--- config.mk ---
export PLATFORM = sky130hd
export DESIGN_NAME = led_pattern_gen_flat
export DESIGN_NICKNAME = d
export VERILOG_FILES = /design/src/rtl/led_pattern_gen_if.sv /design/src/rtl/led_pattern_gen.sv /design/src/flat_wrapper.sv
export SDC_FILE = /design/constraint.sdc
export NUM_CORES = 1
export LEC_CHECK = 0
export BUFFER_PORTS_ARGS = -buffer_cell sky130_fd_sc_hd__clkbuf_2
export CELL_PAD_IN_SITES_DETAIL_PLACEMENT = 1
export CELL_PAD_IN_SITES_GLOBAL_PLACEMENT = 2
export CORE_MARGIN = 4
export CORE_UTILIZATION = 30
export DETAILED_ROUTE_END_ITERATION = 6
export PLACE_DENSITY = 0.7
export REMOVE_ABC_BUFFERS = 1
export SETUP_SLACK_MARGIN = 0.2
export SLEW_MARGIN = 20
export SYNTH_ARGS = -nofsm -noshare
export SYNTH_HDL_FRONTEND = slang
export SYNTH_SLANG_ARGS = --single-unit
export TNS_END_PERCENT = 20
--- constraint.sdc ---
create_clock -name clk -period 2.2 [get_ports clk]
set_input_delay 0.11 -clock clk [delete_from_list [all_inputs] [get_ports clk]]
set_output_delay 0.11 -clock clk [all_outputs]
set_load 0.05 [all_outputs]
--- src/rtl/led_pattern_gen_if.sv ---
// led_pattern_gen_if: configuration write port of the multi-channel LED driver.
//   cfg_we    single-cycle write strobe
//   cfg_ch    target channel (values >= NUM_CH are ignored by the driver)
//   cfg_mode  0=OFF, 1=ON, 2=BLINK, 3=BREATHE
//   cfg_duty  brightness, or breathe peak level
//   cfg_rate  frames per blink half-period / breathe step, minus 1
// The master modport belongs to whoever issues writes (top level or a register bank).
// The slave modport belongs to the LED driver.
interface led_pattern_gen_if #(
  parameter int NUM_CH   = 3,
  parameter int PWM_BITS = 8,
  parameter int CH_BITS  = (NUM_CH > 1) ? $clog2(NUM_CH) : 1
);
  logic                cfg_we;
  logic [CH_BITS-1:0]  cfg_ch;
  logic [1:0]          cfg_mode;
  logic [PWM_BITS-1:0] cfg_duty;
  logic [7:0]          cfg_rate;

  modport master (
    output cfg_we, cfg_ch, cfg_mode, cfg_duty, cfg_rate
  );

  modport slave (
    input cfg_we, cfg_ch, cfg_mode, cfg_duty, cfg_rate
  );
endinterface

--- src/rtl/led_pattern_gen.sv ---
// led_pattern_gen: multi-channel PWM LED driver with OFF / ON / BLINK / BREATHE modes.
//   clk         system clock
//   rst_n       synchronous active-low reset
//   cfg         configuration write port (led_pattern_gen_if.slave)
//   led         registered LED drive, active-high, one bit per channel
//   frame_tick  one-cycle pulse in the cycle after each PWM frame boundary
// A shared prescaler and PWM counter define the frame; each channel compares the
// counter against an effective duty that is only reloaded at frame boundaries, so
// a duty change never produces a partial pulse.
module led_pattern_gen #(
  parameter int NUM_CH   = 3,
  parameter int PWM_BITS = 8,
  parameter int PRESCALE = 187,
  parameter int CH_BITS  = (NUM_CH > 1) ? $clog2(NUM_CH) : 1
) (
  input  logic               clk,
  input  logic               rst_n,
  led_pattern_gen_if.slave   cfg,
  output logic [NUM_CH-1:0]  led,
  output logic               frame_tick
);

  localparam int PS_BITS = (PRESCALE > 1) ? $clog2(PRESCALE) : 1;
  localparam logic [PS_BITS-1:0]  PS_LAST = PS_BITS'(PRESCALE - 1);
  localparam logic [PWM_BITS-1:0] PWM_MAX = '1;

  typedef enum logic [1:0] {
    MODE_OFF     = 2'd0,
    MODE_ON      = 2'd1,
    MODE_BLINK   = 2'd2,
    MODE_BREATHE = 2'd3
  } mode_e;

  logic [PS_BITS-1:0]  presc_q, presc_d;
  logic [PWM_BITS-1:0] pwm_cnt_q, pwm_cnt_d;
  logic                frame_tick_q, frame_tick_d;
  logic [NUM_CH-1:0]   led_q, led_d;
  logic                tick;
  logic                boundary;
  logic [NUM_CH-1:0]   wr;

  mode_e               mode_q   [NUM_CH];
  mode_e               mode_d   [NUM_CH];
  logic [PWM_BITS-1:0] duty_q   [NUM_CH];
  logic [PWM_BITS-1:0] duty_d   [NUM_CH];
  logic [7:0]          rate_q   [NUM_CH];
  logic [7:0]          rate_d   [NUM_CH];
  logic [7:0]          fcnt_q   [NUM_CH];
  logic [7:0]          fcnt_d   [NUM_CH];
  logic                phase_q  [NUM_CH];
  logic                phase_d  [NUM_CH];
  logic [PWM_BITS-1:0] lvl_q    [NUM_CH];
  logic [PWM_BITS-1:0] lvl_d    [NUM_CH];
  logic                dir_up_q [NUM_CH];
  logic                dir_up_d [NUM_CH];
  logic [PWM_BITS-1:0] eff_q    [NUM_CH];
  logic [PWM_BITS-1:0] eff_d    [NUM_CH];

  // Shared timebase: prescaler produces the PWM tick, the PWM counter wraps once
  // per frame and that wrap is the frame boundary.
  always_comb begin
    tick         = (presc_q == PS_LAST);
    presc_d      = tick ? '0 : presc_q + 1'b1;
    pwm_cnt_d    = tick ? pwm_cnt_q + 1'b1 : pwm_cnt_q;
    boundary     = tick && (pwm_cnt_q == PWM_MAX);
    frame_tick_d = boundary;
  end

  // Channel select decode; out-of-range channel numbers match nothing.
  always_comb begin
    for (int i = 0; i < NUM_CH; i++) begin
      wr[i] = cfg.cfg_we && (cfg.cfg_ch == CH_BITS'(i));
    end
  end

  // Per-channel next state. The boundary update uses the pre-step phase/lvl for
  // the reload, then advances the frame counter and pattern. A write to the same
  // channel is applied last so its register clears win over the boundary step,
  // while eff_duty still takes the pre-write settings.
  always_comb begin
    for (int i = 0; i < NUM_CH; i++) begin
      mode_d[i]   = mode_q[i];
      duty_d[i]   = duty_q[i];
      rate_d[i]   = rate_q[i];
      fcnt_d[i]   = fcnt_q[i];
      phase_d[i]  = phase_q[i];
      lvl_d[i]    = lvl_q[i];
      dir_up_d[i] = dir_up_q[i];
      eff_d[i]    = eff_q[i];
      led_d[i]    = (pwm_cnt_q < eff_q[i]);

      if (boundary) begin
        unique case (mode_q[i])
          MODE_OFF:   eff_d[i] = '0;
          MODE_ON:    eff_d[i] = duty_q[i];
          MODE_BLINK: eff_d[i] = phase_q[i] ? duty_q[i] : '0;
          default:    eff_d[i] = lvl_q[i];
        endcase

        if (mode_q[i] == MODE_BLINK || mode_q[i] == MODE_BREATHE) begin
          if (fcnt_q[i] == rate_q[i]) begin
            fcnt_d[i] = '0;
            if (mode_q[i] == MODE_BLINK) begin
              phase_d[i] = ~phase_q[i];
            end else if (lvl_q[i] > duty_q[i]) begin
              // Peak was lowered below the current level: clamp and head down.
              lvl_d[i]    = duty_q[i];
              dir_up_d[i] = 1'b0;
            end else if (duty_q[i] == '0) begin
              lvl_d[i] = '0;
            end else if (dir_up_q[i]) begin
              if (lvl_q[i] != PWM_MAX) begin
                lvl_d[i] = lvl_q[i] + 1'b1;
              end
              if (({1'b0, lvl_q[i]} + 1'b1) == {1'b0, duty_q[i]}) begin
                dir_up_d[i] = 1'b0;
              end
            end else begin
              if (lvl_q[i] != '0) begin
                lvl_d[i] = lvl_q[i] - 1'b1;
              end
              if (lvl_q[i] == PWM_BITS'(1)) begin
                dir_up_d[i] = 1'b1;
              end
            end
          end else begin
            fcnt_d[i] = fcnt_q[i] + 1'b1;
          end
        end
      end

      if (wr[i]) begin
        mode_d[i]   = mode_e'(cfg.cfg_mode);
        duty_d[i]   = cfg.cfg_duty;
        rate_d[i]   = cfg.cfg_rate;
        fcnt_d[i]   = '0;
        phase_d[i]  = 1'b1;
        lvl_d[i]    = '0;
        dir_up_d[i] = 1'b1;
      end
    end
  end

  // State registers with synchronous reset; reset discards any frame in progress.
  always_ff @(posedge clk) begin
    if (!rst_n) begin
      presc_q      <= '0;
      pwm_cnt_q    <= '0;
      frame_tick_q <= 1'b0;
      led_q        <= '0;
      for (int i = 0; i < NUM_CH; i++) begin
        mode_q[i]   <= MODE_OFF;
        duty_q[i]   <= '0;
        rate_q[i]   <= '0;
        fcnt_q[i]   <= '0;
        phase_q[i]  <= 1'b1;
        lvl_q[i]    <= '0;
        dir_up_q[i] <= 1'b1;
        eff_q[i]    <= '0;
      end
    end else begin
      presc_q      <= presc_d;
      pwm_cnt_q    <= pwm_cnt_d;
      frame_tick_q <= frame_tick_d;
      led_q        <= led_d;
      for (int i = 0; i < NUM_CH; i++) begin
        mode_q[i]   <= mode_d[i];
        duty_q[i]   <= duty_d[i];
        rate_q[i]   <= rate_d[i];
        fcnt_q[i]   <= fcnt_d[i];
        phase_q[i]  <= phase_d[i];
        lvl_q[i]    <= lvl_d[i];
        dir_up_q[i] <= dir_up_d[i];
        eff_q[i]    <= eff_d[i];
      end
    end
  end

  assign led        = led_q;
  assign frame_tick = frame_tick_q;

endmodule

--- src/flat_wrapper.sv ---
// flat-port wrapper written by rule: the top's interface ports become plain ports
module led_pattern_gen_flat 
#(
  parameter int NUM_CH   = 3,
  parameter int PWM_BITS = 8,
  parameter int PRESCALE = 187,
  parameter int CH_BITS  = (NUM_CH > 1) ? $clog2(NUM_CH) : 1
)
  (clk, rst_n, led, frame_tick, cfg_cfg_we, cfg_cfg_ch, cfg_cfg_mode, cfg_cfg_duty, cfg_cfg_rate);
  led_pattern_gen_if #(.NUM_CH(NUM_CH), .PWM_BITS(PWM_BITS), .CH_BITS(CH_BITS)) cfg_i ();
  input  logic clk;
  input  logic rst_n;
  output logic [NUM_CH-1:0] led;
  output logic frame_tick;
  input wire logic [$bits(cfg_i.cfg_we)-1:0] cfg_cfg_we;
  input wire logic [$bits(cfg_i.cfg_ch)-1:0] cfg_cfg_ch;
  input wire logic [$bits(cfg_i.cfg_mode)-1:0] cfg_cfg_mode;
  input wire logic [$bits(cfg_i.cfg_duty)-1:0] cfg_cfg_duty;
  input wire logic [$bits(cfg_i.cfg_rate)-1:0] cfg_cfg_rate;
  assign cfg_i.cfg_we = cfg_cfg_we;
  assign cfg_i.cfg_ch = cfg_cfg_ch;
  assign cfg_i.cfg_mode = cfg_cfg_mode;
  assign cfg_i.cfg_duty = cfg_cfg_duty;
  assign cfg_i.cfg_rate = cfg_cfg_rate;
  led_pattern_gen #(.NUM_CH(NUM_CH), .PWM_BITS(PWM_BITS), .PRESCALE(PRESCALE), .CH_BITS(CH_BITS)) u_core (.clk(clk), .rst_n(rst_n), .cfg(cfg_i), .led(led), .frame_tick(frame_tick));
endmodule
==> summary.md <==
| Metric | Value |
|---|---|
| Primary FF master, synth | dfxtp_1 |
| Combinational share of power | 0.102 |
| Clock Latency Late Sink | 0.43 ns |
| Layout cells sized above 1 | 0.259 |
| Root Driver | clkbuf_16 |
| Commonest non-fill, non-tap cell in the layout | nand2_1 |
| Post-synthesis sequential area ratio | 0.319 |
| Tot GR Track Use | 0.171 |
| Final period util | 0.996 |
| CP max stage cell | o41ai_2 |
| Synth cell types | 75 |
| WL final | 30.6 mm |
| Max Slew Vio Count | 0 |
| Startpoint Class | flip-flop |
| Part of the power in registers | 0.432 |
| CP arrival | 2.52 ns |
| Initial DRC Count | 305 |
| Rel. slew slack | 0.319 |
| Clock Tree Buf Depth | 2 |
| Most frequent cells in the layout | 173 x nand2_1, 125 x dfxtp_1, 116 x buf_4 |
| Drt pass-1 iters | 4 |
| Fmax | 456 MHz |
| Core area | 0.0315 mm² |
| Max FO, Critical Path | 6 |
| Worst IR Drop VDD | 0.448 mV |
| Total die area | 0.0347 mm² |
| Syn Inst Count | 1167 |
| First-pass GRT wire length | 48.9 mm |
| Initial core utilization | 0.303 |
| EDFF count, synth | 0 |
| Initial antenna violation count | 0 |
| Fin nets | 1374 |
| Clock transition at path regs | 0.07 ns |
| Worst-path cell chain | inv_2 -> buf_6 -> ha_4 -> nand4_1 -> nor2b_4 -> o21a_1 -> o41ai_2 -> buf_4 -> nand3_4 -> o31ai_4 |
| Switching Share | 0.267 |
| CTS buffer count | 17 |
| Max-cap viol count | 0 |
| Min cycle time layout | 2.19 ns |
| CP max stage delay | 0.37 ns |
| Setup crit end kind | flip-flop |
| Worst Min Path Start | cfg_cfg_duty[5] |
| Die height | 186 µm |
| Pwr dens | 529 mW/mm² |
| Buffers on Ports | 26 |
| Top-area cell type share of the netlist area | 0.319 |
| Reg-to-Reg Start | u_core.lvl_q[0][8] |
| Slew @ Worst Pin | 1.02 ns |
| Clk network pwr share | 0.466 |
| Design area | 0.0123 mm² |
| Top post-synthesis cells by area | dfxtp_1 32%, ha_1 8.3%, nand2_1 7.0%, xor2_1 5.8%, a21boi_0 3.8% |
| Final hold violations | 0 |
| Area post-placement | 0.0108 mm² |
| H-tree levels | 4 |
| Placer Congestion | 0.818 |
| CTS Sinks | 152 |
| Outcome | finished, final reports clean |
| Mapped Avg Cell Area | 8.17 µm² |
| Vias in the first global route | 9022 |
| Lkg Pwr | 0.00478 µW |
| Count of state elements after synthesis | 152 |
| Wirelength per Cell | 18.0 µm |
| Vias/cell | 5.19 |
| Psw | 1740 µW |
| Yosys warning count | 0 |
| Drt drc | 0 |
| Crit Path Category | reg2reg |
| Rows | 65 |
| Post-DRT Antenna Nets | 0 |
| Die width | 186 µm |
| Final Setup Violations | 0 |
| I/O pin cnt | 27 |
| Largest area contributor in the netlist | dfxtp_1 |
| Ys async rst share | 0 |
| Via Count | 8833 |
| TritonCTS clock tree | done |
| RSZ-0062 raised after global routing | yes |
| Final HPWL DP | 22.5 mm |
| CP required | 2.53 ns |
| Grt total ovfl | 0 |
| Pin count of the biggest net entering global routing | 37 |
| Cell Int Power | 4780 µW |
| Hold WC Path Type | in2reg |
| Syn-to-layout area delta | 29.3% |
| CP startpoint | u_core.lvl_q[0][8] |
| Mapped cell area | 0.00954 mm² |
| Worst Skew | 0.0106 ns |
| TNS Setup | 0 ns |
| Diode count | 0 |
[through the flow]
step / std cells / total power (µW) / setup slack [ns] / utilization / hold WS, ns
6_report: 1703 / 6520 / 0.00889 / 0.392 / 0.0273
5_1_grt: 1703 / 6840 / -0.0595 / 0.392 / 0.0230
4_1_cts: 1693 / 6540 / 0.0948 / 0.370 / 0.00201
3_5_place_dp: 1644 / 3430 / -0.0156 / 0.342 / 0.405
3_3_place_gp: 1644 / 3430 / 0.0552 / 0.342 / 0.406
2_1_floorplan: 1101 / 3170 / -0.659 / - / 0.243
[flip-flops by register name (all words and copies together), names as in the netlist]
signal             cells
u_core.duty_q         24
u_core.eff_q          24
u_core.fcnt_q         24
u_core.lvl_q          24
u_core.rate_q         24
u_core.presc_q         8
u_core.pwm_cnt_q       8
u_core.mode_q          6
u_core.dir_up_q        3
u_core.led             3
u_core.phase_q         3
u_core.frame_tick      1
[routing by layer]
metal / vias to the layer above / part of all wire / GRT usage / routed length, µm
met1: 4344 / 0.48 / 0.234 / 14700
met2: 87 / 0.49 / 0.289 / 14900
met3: 20 / 0.020 / 0.0251 / 617
li1: 4382 / - / - / -
met5: - / 0 / 0 / 0
met4: 0 / 0.010 / 0.0384 / 307
[worst max-delay path, delay by kind of cell (launching register included)]
kind	cells	cell delay (ns)
AOI/OAI and AO/OA	3	0.60
adders and majority gates	1	0.28
buffers and inverters	3	0.43
DFF	1	0.35
and+or+nand+nor	3	0.43
[kinds of logic after synthesis]
family,after synthesis,share of synthesized area
adder cells (fa/ha/maj),63,0.0826
flip-flops,152,0.319
AO/OA/AOI/OAI,285,0.210
XOR/XNOR,104,0.0955
buffers and inverters,125,0.0526
multiplexers,17,0.0180
AND/OR/NAND/NOR,421,0.222
[path summary, 6_finish.rpt]
check                         to  slack (ns)  depth (start not counted)
max           u_core.lvl_q[0][9]       0.009                         10
min          u_core.duty_q[0][5]        0.03                          3
max reg2reg   u_core.lvl_q[0][9]       0.009                         10
min reg2reg  u_core.rate_q[0][8]        0.47                          2
[power groups by stage]
stage,combinational (µW),sequential [µW],clock (µW)
global placement,552,2880,0
CTS,588,2810,3140
floorplan,289,2880,0
finish,665,2820,3040
global route,734,2820,3280
detailed placement,554,2880,0
[cells in the mapped netlist (6+ instances only)]
| cell type | n |
|---|---|
| o211ai_1 | 7 |
| and3_1 | 13 |
| clkbuf_1 | 44 |
| o211a_1 | 15 |
| ha_1 | 63 |
| nand4_1 | 24 |
| nand2_1 | 177 |
| dfxtp_1 | 152 |
| a31oi_1 | 12 |
| a21boi_0 | 48 |
| nand3_1 | 21 |
| o21ai_0 | 28 |
| nor4_1 | 21 |
| mux2i_1 | 16 |
| and2_1 | 14 |
| a32oi_1 | 6 |
| inv_1 | 57 |
| nor2_1 | 74 |
| o31ai_1 | 7 |
| xor2_1 | 63 |
| and4_1 | 15 |
| a21oi_1 | 62 |
| a211oi_1 | 19 |
| nor3_1 | 13 |
| nor2b_1 | 10 |
| a22oi_1 | 27 |
| a21o_1 | 8 |
| buf_2 | 14 |
| xnor2_1 | 41 |
[area by class of cell]
type | instances | area [µm²]
Clock buffer | 18 | 439
Clock inverter | 14 | 160
Fill cell | 3668 | 19100
Inverter | 59 | 229
Multi-Input combinational cell | 890 | 6640
Sequential cell | 152 | 3080
Tap cell | 402 | 503
Timing Repair Buffer | 168 | 1280
[what timing repair did]
item                                    in CTS  in global routing
hold buffers                                13                  1
buffers inserted                             3                  9
cloned                                       1                  0
endpoints found under the setup margin      44                 53
hold endpoints to repair                    32                  1
gates resized for setup                     32                139
pin swaps                                   14                 35
(Power assumes the default switching activity.)
